==> config.mk <==
export PLATFORM = sky130hd
export DESIGN_NAME = mem_stage
export DESIGN_NICKNAME = d
export VERILOG_FILES = /design/src/rtl/mem_stage_pkg.sv /design/src/rtl/mem_stage_load_align.sv /design/src/rtl/mem_stage.sv
export SDC_FILE = /design/constraint.sdc
export NUM_CORES = 1
export LEC_CHECK = 0
export ABC_CLOCK_PERIOD_IN_PS = 3100
export CORE_UTILIZATION = 46
export DETAILED_ROUTE_END_ITERATION = 16
export PLACE_DENSITY_LB_ADDON = 0.15
export SLEW_MARGIN = 0
export SYNTH_ARGS = -nofsm -noshare
export SYNTH_HDL_FRONTEND = slang
export SYNTH_SLANG_ARGS = --single-unit
==> constraint.sdc <==
create_clock -name clk -period 3.1 [get_ports clk]
set_input_delay 0.62 -clock clk [delete_from_list [all_inputs] [get_ports clk]]
set_output_delay 0.62 -clock clk [all_outputs]
set_load 0.005 [all_outputs]
==> src/rtl/mem_stage_pkg.sv <==
// Shared definitions for the MEM stage: bus widths, bus layouts, load
// type codes, FSM state encodings and the byte/half extension helpers.
package mem_stage_pkg;

    localparam int ES_TO_MS_BUS_WD = 76;
    localparam int MS_TO_WS_BUS_WD = 70;
    localparam int MS_FWD_BUS_WD   = 38;

    // Load type codes carried in the EXE->MEM bus; 5..7 behave as LW.
    localparam logic [2:0] LD_LW  = 3'd0;
    localparam logic [2:0] LD_LB  = 3'd1;
    localparam logic [2:0] LD_LBU = 3'd2;
    localparam logic [2:0] LD_LH  = 3'd3;
    localparam logic [2:0] LD_LHU = 3'd4;

    // Load-response FSM: idle / waiting on data_ok / holding buffered data.
    localparam logic [1:0] ST_IDLE = 2'd0;
    localparam logic [1:0] ST_WAIT = 2'd1;
    localparam logic [1:0] ST_HOLD = 2'd2;

    typedef struct packed {
        logic [2:0]  ld_type;
        logic [1:0]  addr_lo;
        logic        res_from_mem;
        logic        gr_we;
        logic [4:0]  dest;
        logic [31:0] result;
        logic [31:0] pc;
    } es_bus_t;

    typedef struct packed {
        logic        gr_we;
        logic [4:0]  dest;
        logic [31:0] final_result;
        logic [31:0] pc;
    } ms_bus_t;

    // Byte to word, sign- or zero-extended.
    function automatic logic [31:0] ext8(input logic [7:0] b, input logic sign_en);
        return {{24{sign_en & b[7]}}, b};
    endfunction

    // Halfword to word, sign- or zero-extended.
    function automatic logic [31:0] ext16(input logic [15:0] h, input logic sign_en);
        return {{16{sign_en & h[15]}}, h};
    endfunction

endpackage

==> src/rtl/mem_stage_load_align.sv <==
// Combinational load alignment: picks the addressed byte/halfword out of
// the raw SRAM word and extends it to 32 bits.
module load_align
    import mem_stage_pkg::*;
(
    input  logic [31:0] rdata,
    input  logic [2:0]  ld_type,
    input  logic [1:0]  addr_lo,
    output logic [31:0] data
);

    logic [7:0]  byte_lane [4];
    logic [15:0] half_lane [2];

    generate
        for (genvar gi = 0; gi < 4; gi++) begin : g_byte
            assign byte_lane[gi] = rdata[8*gi +: 8];
        end
        for (genvar gi = 0; gi < 2; gi++) begin : g_half
            assign half_lane[gi] = rdata[16*gi +: 16];
        end
    endgenerate

    // Select and extend; addr_lo[0] is ignored for halfwords (misalignment is trapped upstream).
    always_comb begin
        data = rdata;
        case (ld_type)
            LD_LB:   data = ext8(byte_lane[addr_lo], 1'b1);
            LD_LBU:  data = ext8(byte_lane[addr_lo], 1'b0);
            LD_LH:   data = ext16(half_lane[addr_lo[1]], 1'b1);
            LD_LHU:  data = ext16(half_lane[addr_lo[1]], 1'b0);
            default: data = rdata;
        endcase
    end

endmodule

==> src/rtl/mem_stage.sv <==
// MIPS pipeline MEM stage: latches the EXE->MEM bus, waits for the load
// response from data SRAM (buffering it if WB is stalled), aligns load data
// and presents the result to WB plus a forwarding/stall bus to decode.
module mem_stage
    import mem_stage_pkg::*;
(
    input  logic                       clk,
    input  logic                       resetn,
    input  logic                       ws_allowin,
    output logic                       ms_allowin,
    input  logic                       es_to_ms_valid,
    input  logic [ES_TO_MS_BUS_WD-1:0] es_to_ms_bus,
    output logic                       ms_to_ws_valid,
    output logic [MS_TO_WS_BUS_WD-1:0] ms_to_ws_bus,
    input  logic                       data_sram_data_ok,
    input  logic [31:0]                data_sram_rdata,
    output logic [MS_FWD_BUS_WD-1:0]   ms_fwd_bus
);

    es_bus_t     in_bus;
    es_bus_t     bus_reg;
    ms_bus_t     out_bus;
    logic        ms_valid_reg;
    logic [1:0]  state_reg;
    logic [1:0]  state_next;
    logic [31:0] rdata_buf_reg;
    logic [31:0] rdata_buf_next;
    logic        ms_ready_go;
    logic        ms_blocking;
    logic        data_now;
    logic [31:0] load_word;
    logic [31:0] load_data;
    logic [31:0] final_result;
    logic [31:0] fwd_value;

    assign in_bus = es_to_ms_bus;

    // data_ok only counts while a load is actually waiting for it.
    assign data_now    = (state_reg == ST_WAIT) && data_sram_data_ok;
    assign ms_ready_go = !bus_reg.res_from_mem || data_now || (state_reg == ST_HOLD);
    assign ms_allowin  = !ms_valid_reg || (ms_ready_go && ws_allowin);
    assign ms_to_ws_valid = ms_valid_reg && ms_ready_go;
    assign ms_blocking = ms_valid_reg && bus_reg.res_from_mem && !ms_ready_go;

    // Fresh SRAM data is used straight through; a held load uses the buffer.
    assign load_word = (state_reg == ST_HOLD) ? rdata_buf_reg : data_sram_rdata;

    load_align u_load_align (
        .rdata   (load_word),
        .ld_type (bus_reg.ld_type),
        .addr_lo (bus_reg.addr_lo),
        .data    (load_data)
    );

    assign final_result = bus_reg.res_from_mem ? load_data : bus_reg.result;

    assign out_bus.gr_we        = bus_reg.gr_we;
    assign out_bus.dest         = bus_reg.dest;
    assign out_bus.final_result = final_result;
    assign out_bus.pc           = bus_reg.pc;
    assign ms_to_ws_bus         = out_bus;

    // Value is meaningless while blocking; drive zero so decode sees a clean bus.
    assign fwd_value  = ms_ready_go ? final_result : 32'd0;
    assign ms_fwd_bus = (ms_valid_reg && bus_reg.gr_we) ?
                        {ms_blocking, bus_reg.dest, fwd_value} : '0;

    // Next-state: a handshake restarts the FSM for the incoming instruction;
    // data arriving while WB stalls is parked in the buffer.
    always_comb begin
        state_next     = state_reg;
        rdata_buf_next = rdata_buf_reg;
        if (ms_allowin) begin
            state_next = (es_to_ms_valid && in_bus.res_from_mem) ? ST_WAIT : ST_IDLE;
        end else if (data_now) begin
            state_next     = ST_HOLD;
            rdata_buf_next = data_sram_rdata;
        end
    end

    // Pipeline valid bit follows the upstream handshake.
    always_ff @(posedge clk or negedge resetn) begin
        if (!resetn) begin
            ms_valid_reg <= 1'b0;
        end else if (ms_allowin) begin
            ms_valid_reg <= es_to_ms_valid;
        end
    end

    // Payload register captures only on an accepted transfer.
    always_ff @(posedge clk or negedge resetn) begin
        if (!resetn) begin
            bus_reg <= '0;
        end else if (es_to_ms_valid && ms_allowin) begin
            bus_reg <= in_bus;
        end
    end

    // FSM state and load-data buffer.
    always_ff @(posedge clk or negedge resetn) begin
        if (!resetn) begin
            state_reg     <= ST_IDLE;
            rdata_buf_reg <= 32'd0;
        end else begin
            state_reg     <= state_next;
            rdata_buf_reg <= rdata_buf_next;
        end
    end

endmodule

==> flow_summary.ini, run 1 <==
[worst_setup_path]
crit_cells = 8
cp_num_buf_inv = 3
cpPeakStageDelay_ns = 0.52
arrival_ns = 2.66
path_class = reg -> out
cp_max_fo = 5
ff2ff_path_depth = 7
ff2ff_setup_slack_ns = 0.77
path_delay_family = buffers and inverters
critPathLaunchType = register
path_cells = nor2b_4 -> buf_6 -> a2111oi_4 -> buf_4 -> nor4b_1 -> o221a_2 -> and2_1 -> clkdlybuf4s50_1
end_kind = output pin
cp_slowest_cell = clkdlybuf4s50_1
worstSetupStartpoint = state_reg[1]
r2r_start = bus_reg[70]
required_ns = 2.48

[synth]
synth_seq_cells = 111
syn_area_um2 = 6270
synth_edf_count = 0
yosysWarnings = 0
yosysMostFrequentCell = mux2_2
avgSynthCellArea_um2 = 11.0
synth_top_area_share = 0.443
synthDistinctLibCells = 44
post-synth-top-area-cell = dfrtp_1
async_reset_ff_frac = 1.00
syn_nets = 681
ys_seq_area_frac = 0.443
synth_common_cells = mux2_2, dfrtp_1, nand2_1
synth_area_leaders = dfrtp_1, mux2_2, buf_4
synth_ff_type = dfrtp_1
syn_inst = 568

[clocking]
insertion_delay_ns = 0.35
cts_tree = done
clock-sinks = 111
ctsHtreeMaxLevel = 3
cts_buffers = 9
cts-root-buf = clkbuf_16
clkSlewWorstSetupHoldPaths_ns = 0.08
cts_buffer_depth = 2

[timing]
holdWs_ns = 0.289
max_slew_margin = 0.552
period_needed_ns = 3.28
max_freq_mhz = 305
setup_viol = 4
finalHoldViolations = 0
rsz0062_at_grt = true
timing_worst_slew_pin_value_ns = 0.672
worst_slack_ns = -0.177
finalCritPeriodShare = 1.06
skew_ns = 0.0104
slew_violations = 0

[power]
irDropWorstVdd_v = 0.000517
p_per_area_nw_per_um2 = 1070
total_leakage_power_nw = 4.47

[floorplanning]
rows = 42
die_w_um = 119
die_h_um = 119
core_area_um2 = 13300
pin_count = 223
start_util = 0.472
die-area_um2 = 14100

[global_route]
grt_pass1_vias = 5683
grt_remaining_overflow = 0
grt_util_all_layers = 0.261
antenna_found_initial = 1
grt_first_pass_wirelength_mm = 28.8
grt_max_degree = 50

[cells_and_area]
regArea_um2 = 2780
multi_input_area_um2 = 3220
fillers = 971
drive_gt1_frac = 0.339
syn2layout_area_growth_pct = 53.4
nNetsFinal = 921
instances_no_fill = 989

[run_status]
outcome = finished, violations left
violations = negative setup slack

[detailed_routing]
drc_errors = 0
ant_nets = 0
wl_mm = 18.5
viasPerCell = 5.53
wl_per_cell_um = 18.7
vias = 5472
drt-initial-drc-count = 334
drt-pass1-iter-count = 5

[flow_run]
drv_cap = 0

[place]
place_congestion = 0.827
hpwl_mm = 13.0
port_buffers = 222
dp_cells = 945

[hold_path]
min_path_type = in -> async
-- area by class of cell --
cell class | count | share of cell area
multi-input cells | 376 | 0.335
repair buffers | 305 | 0.316
flip-flops and latches | 111 | 0.289
clock buffers | 12 | 0.0277
well taps | 176 | 0.0229
clock inverters | 3 | 0.00676
inverters | 5 | 0.00208
diodes | 1 | 0.000260
-- routing by layer --
metal | global-route usage | part of all wire | vias to the layer above
met3 | 0.0608 | 0.071 | 37
met2 | 0.447 | 0.50 | 222
met5 | 0 | 0 | -
li1 | - | - | 2503
met1 | 0.317 | 0.40 | 2710
met4 | 0.103 | 0.026 | 0
-- worst paths after layout --
check | to
max | ms_fwd_bus[7]
min | rdata_buf_reg[6]
max reg2reg | rdata_buf_reg[0]
min reg2reg | ms_to_ws_bus[1]
max in group asynchronous | ms_to_ws_bus[17]
min in group clk | ms_to_ws_bus[1]
-- metrics by stage --
step                total power [W]  area, um2  worst slack, ns  setup TNS (ns)  utilization
floorplan                   0.00570       6270            0.479               0            -
global placement            0.00835       8760           -0.518          -18.04        0.659
detailed placement          0.00855       8760           -0.603          -20.05        0.659
CTS                         0.00993       9320           -0.210           -3.30        0.701
global route                 0.0109       9620           -0.229           -1.39        0.724
finish                       0.0103       9620           -0.177          -0.276        0.724
-- timing repair --
action,4_1_cts,5_1_grt
endpoints found under the setup margin,64,50
hold buffers,0,0
gates cloned,1,1
buffers inserted,9,17
resized for setup,91,39
pin swaps,11,11
-- cell families (layout without fill, tap and decap cells) --
logic type | after synthesis | in the layout | synth area share
AO/OA/AOI/OAI | 115 | 115 | 0.136
XOR/XNOR | 3 | 3 | 0.00419
buffers and inverters | 81 | 325 | 0.0814
flip-flops | 111 | 111 | 0.443
multiplexers | 139 | 139 | 0.247
other | 0 | 1 | 0
AND/OR/NAND/NOR | 119 | 119 | 0.0886
-- power breakdown --
part           switching, W  internal [W]
Combinational       0.00260       0.00368
Sequential         0.000521       0.00218
Clock              0.000523      0.000770
-- cells in the final DEF, fill, tap and decap left out, drive strengths merged, types with 2 or more instances in the layout --
master         count
o22a              16
and2              10
nand3b             2
o221a             10
inv                4
o2bb2ai            7
a21o               2
or3b               2
nand2b             2
bufinv             2
clkinv             2
o22ai             10
clkbuf            14
xnor2              2
dlymetal6s2s      19
a21oi             42
o31a               7
dlygate4sd2       40
or3                7
dfrtp            111
o21ai             10
a2111oi            2
nand3              3
buf               88
nor2              12
nand2             67
and3               5
clkdlybuf4s50    154
mux2             116
a211oi             2
nor2b              6
mux2i             22
Note: power is estimated with default switching activity, not from simulation.
==> run 2: changes to the inputs <==
--- a/config.mk
+++ b/config.mk
@@ -6,6 +6,7 @@
 export NUM_CORES = 1
 export LEC_CHECK = 0
 export ABC_CLOCK_PERIOD_IN_PS = 3100
+export CORE_ASPECT_RATIO = 0.8
 export CORE_UTILIZATION = 46
 export DETAILED_ROUTE_END_ITERATION = 16
 export PLACE_DENSITY_LB_ADDON = 0.15
==> flow_summary.ini, run 2 (same netlist as run 1, synthesis figures left out) <==
[place]
hpwl_mm = 13.3
place_congestion = 0.940
port_buffers = 222
dp_cells = 942

[global_route]
antenna_found_initial = 0
grt_first_pass_wirelength_mm = 29.9
grt_remaining_overflow = 0
grt_pass1_vias = 5597
grt_util_all_layers = 0.275
grt_max_degree = 49

[cells_and_area]
fillers = 923
final_common_cell = clkdlybuf4s50_1
instances_no_fill = 990
antenna_cells = 0
drive_gt1_frac = 0.415
fin_util = 0.738
syn2layout_area_growth_pct = 53.6
nNetsFinal = 923
layout_common_cells = clkdlybuf4s50_1, mux2_2, dfrtp_1

[worst_setup_path]
path_class = reg -> out
required_ns = 2.48
path_delay_family = buffers and inverters
path_cells = buf_8 -> buf_12 -> mux2i_1 -> mux2_2 -> buf_4 -> o2bb2ai_4 -> or3_1 -> clkdlybuf4s50_1
critPathLaunchType = register
cp_max_fo = 12
cp_slowest_cell = clkdlybuf4s50_1
cpPeakStageDelay_ns = 0.45
cp_num_buf_inv = 4
end_kind = output pin
arrival_ns = 2.57

[hold_path]
min_path_type = in -> async

[power]
irDropWorstVdd_v = 0.000652
power_frac_comb = 0.628
seq_power_share = 0.260
total_leakage_power_nw = 4.25
p_sw_frac = 0.380
internal_power_w = 0.00654
clock_power_share = 0.112
power_w = 0.0105
p_per_area_nw_per_um2 = 1100
switching_power_w = 0.00401

[timing]
finalCritPeriodShare = 1.03
max_slew_margin = 0.559
max_freq_mhz = 314
skew_ns = 0.00972
rsz0062_at_grt = true
period_needed_ns = 3.19
slew_violations = 0
setup_viol = 43
finalHoldViolations = 0
worst_slack_ns = -0.0896
timing_worst_slew_pin_value_ns = 0.661

[detailed_routing]
wl_per_cell_um = 20.5
drt-pass1-iter-count = 5
drt-initial-drc-count = 380
viasPerCell = 5.60
ant_nets = 0
wl_mm = 20.3
drc_errors = 0
vias = 5547

[clocking]
cts_buffers = 9
insertion_delay_ns = 0.35
ctsHtreeMaxLevel = 3
clkSlewWorstSetupHoldPaths_ns = 0.08
clock-sinks = 111
cts_tree = done
cts-root-buf = clkbuf_16
cts_buffer_depth = 2
postCtsHoldBufs = 0

[run_status]
violations = negative setup slack
outcome = finished, violations left

[floorplanning]
die-area_um2 = 14100
die_h_um = 106
pin_count = 223
core_area_um2 = 13100
start_util = 0.480
rows = 37
die_w_um = 133

[flow_run]
drv_cap = 0
==> run 2: metrics by stage <==
stage	worst slack [ns]	area [um2]	setup TNS (ns)	hold WS (ns)
after CTS	-0.150	9500	-1.48	0.306
after global routing	-0.164	9630	-4.57	0.316
after detailed placement	-0.626	8730	-23.94	0.494
after floorplan	0.479	6270	0	0.324
final	-0.0896	9630	-1.50	0.270
after global placement	-0.539	8730	-20.26	0.485
==> run 2: power by group through the flow <==
stage                     clock network (W)  registers (W)  logic [W]
after floorplan                           0        0.00250    0.00320
after global placement                    0        0.00266    0.00573
after detailed placement                  0        0.00272    0.00584
after CTS                           0.00121        0.00269    0.00624
after global routing                0.00126        0.00281    0.00704
final                               0.00119        0.00274    0.00662
==> run 2: path summary, 6_finish.rpt <==
path	from	to	slack [ns]	cells past startpoint
min in group clk	ms_to_ws_bus[7]	ms_to_ws_bus[7]	0.51	1
setup reg to reg	state_reg[1]	rdata_buf_reg[5]	0.51	10
hold reg to reg	ms_to_ws_bus[7]	ms_to_ws_bus[7]	0.51	1
setup / recovery	bus_reg[72]	ms_to_ws_bus[37]	-0.09	8
max in group asynchronous	resetn	bus_reg[70]	1.97	2
hold / removal	resetn	rdata_buf_reg[18]	0.27	1
==> run 2: final cells by class <==
class                           count  area (um2)  area share
Timing Repair Buffer              307        2930       0.304
Clock inverter                      6        60.1     0.00624
Multi-Input combinational cell    376        3380       0.351
Tap cell                          175         219      0.0227
Clock buffer                       10         239      0.0248
Sequential cell                   111        2780       0.289
Inverter                            5        20.0     0.00208
==> run 2: what timing repair did <==
| action | in CTS | in global routing |
|---|---|---|
| setup buffers | 20 | 12 |
| endpoints found under the setup margin | 64 | 57 |
| gates cloned | 3 | 1 |
| pin swaps | 9 | 13 |
| gates resized for setup | 118 | 142 |
==> run 2: layer usage <==
metal | part of all wire | up-vias | GRT usage
li1 | - | 2501 | -
met1 | 0.43 | 2768 | 0.357
met2 | 0.49 | 236 | 0.466
met3 | 0.057 | 42 | 0.0505
met4 | 0.025 | 0 | 0.0862
met5 | 0 | - | 0
==> run 3: changes to the inputs <==
--- a/config.mk
+++ b/config.mk
@@ -9,6 +9,7 @@
 export CORE_ASPECT_RATIO = 0.8
 export CORE_UTILIZATION = 46
 export DETAILED_ROUTE_END_ITERATION = 16
+export GPL_TIMING_DRIVEN = 1
 export PLACE_DENSITY_LB_ADDON = 0.15
 export SLEW_MARGIN = 0
 export SYNTH_ARGS = -nofsm -noshare
==> results of run 3 <==
Same layout as run 2: the final DEF is identical, and so are final timing and power.
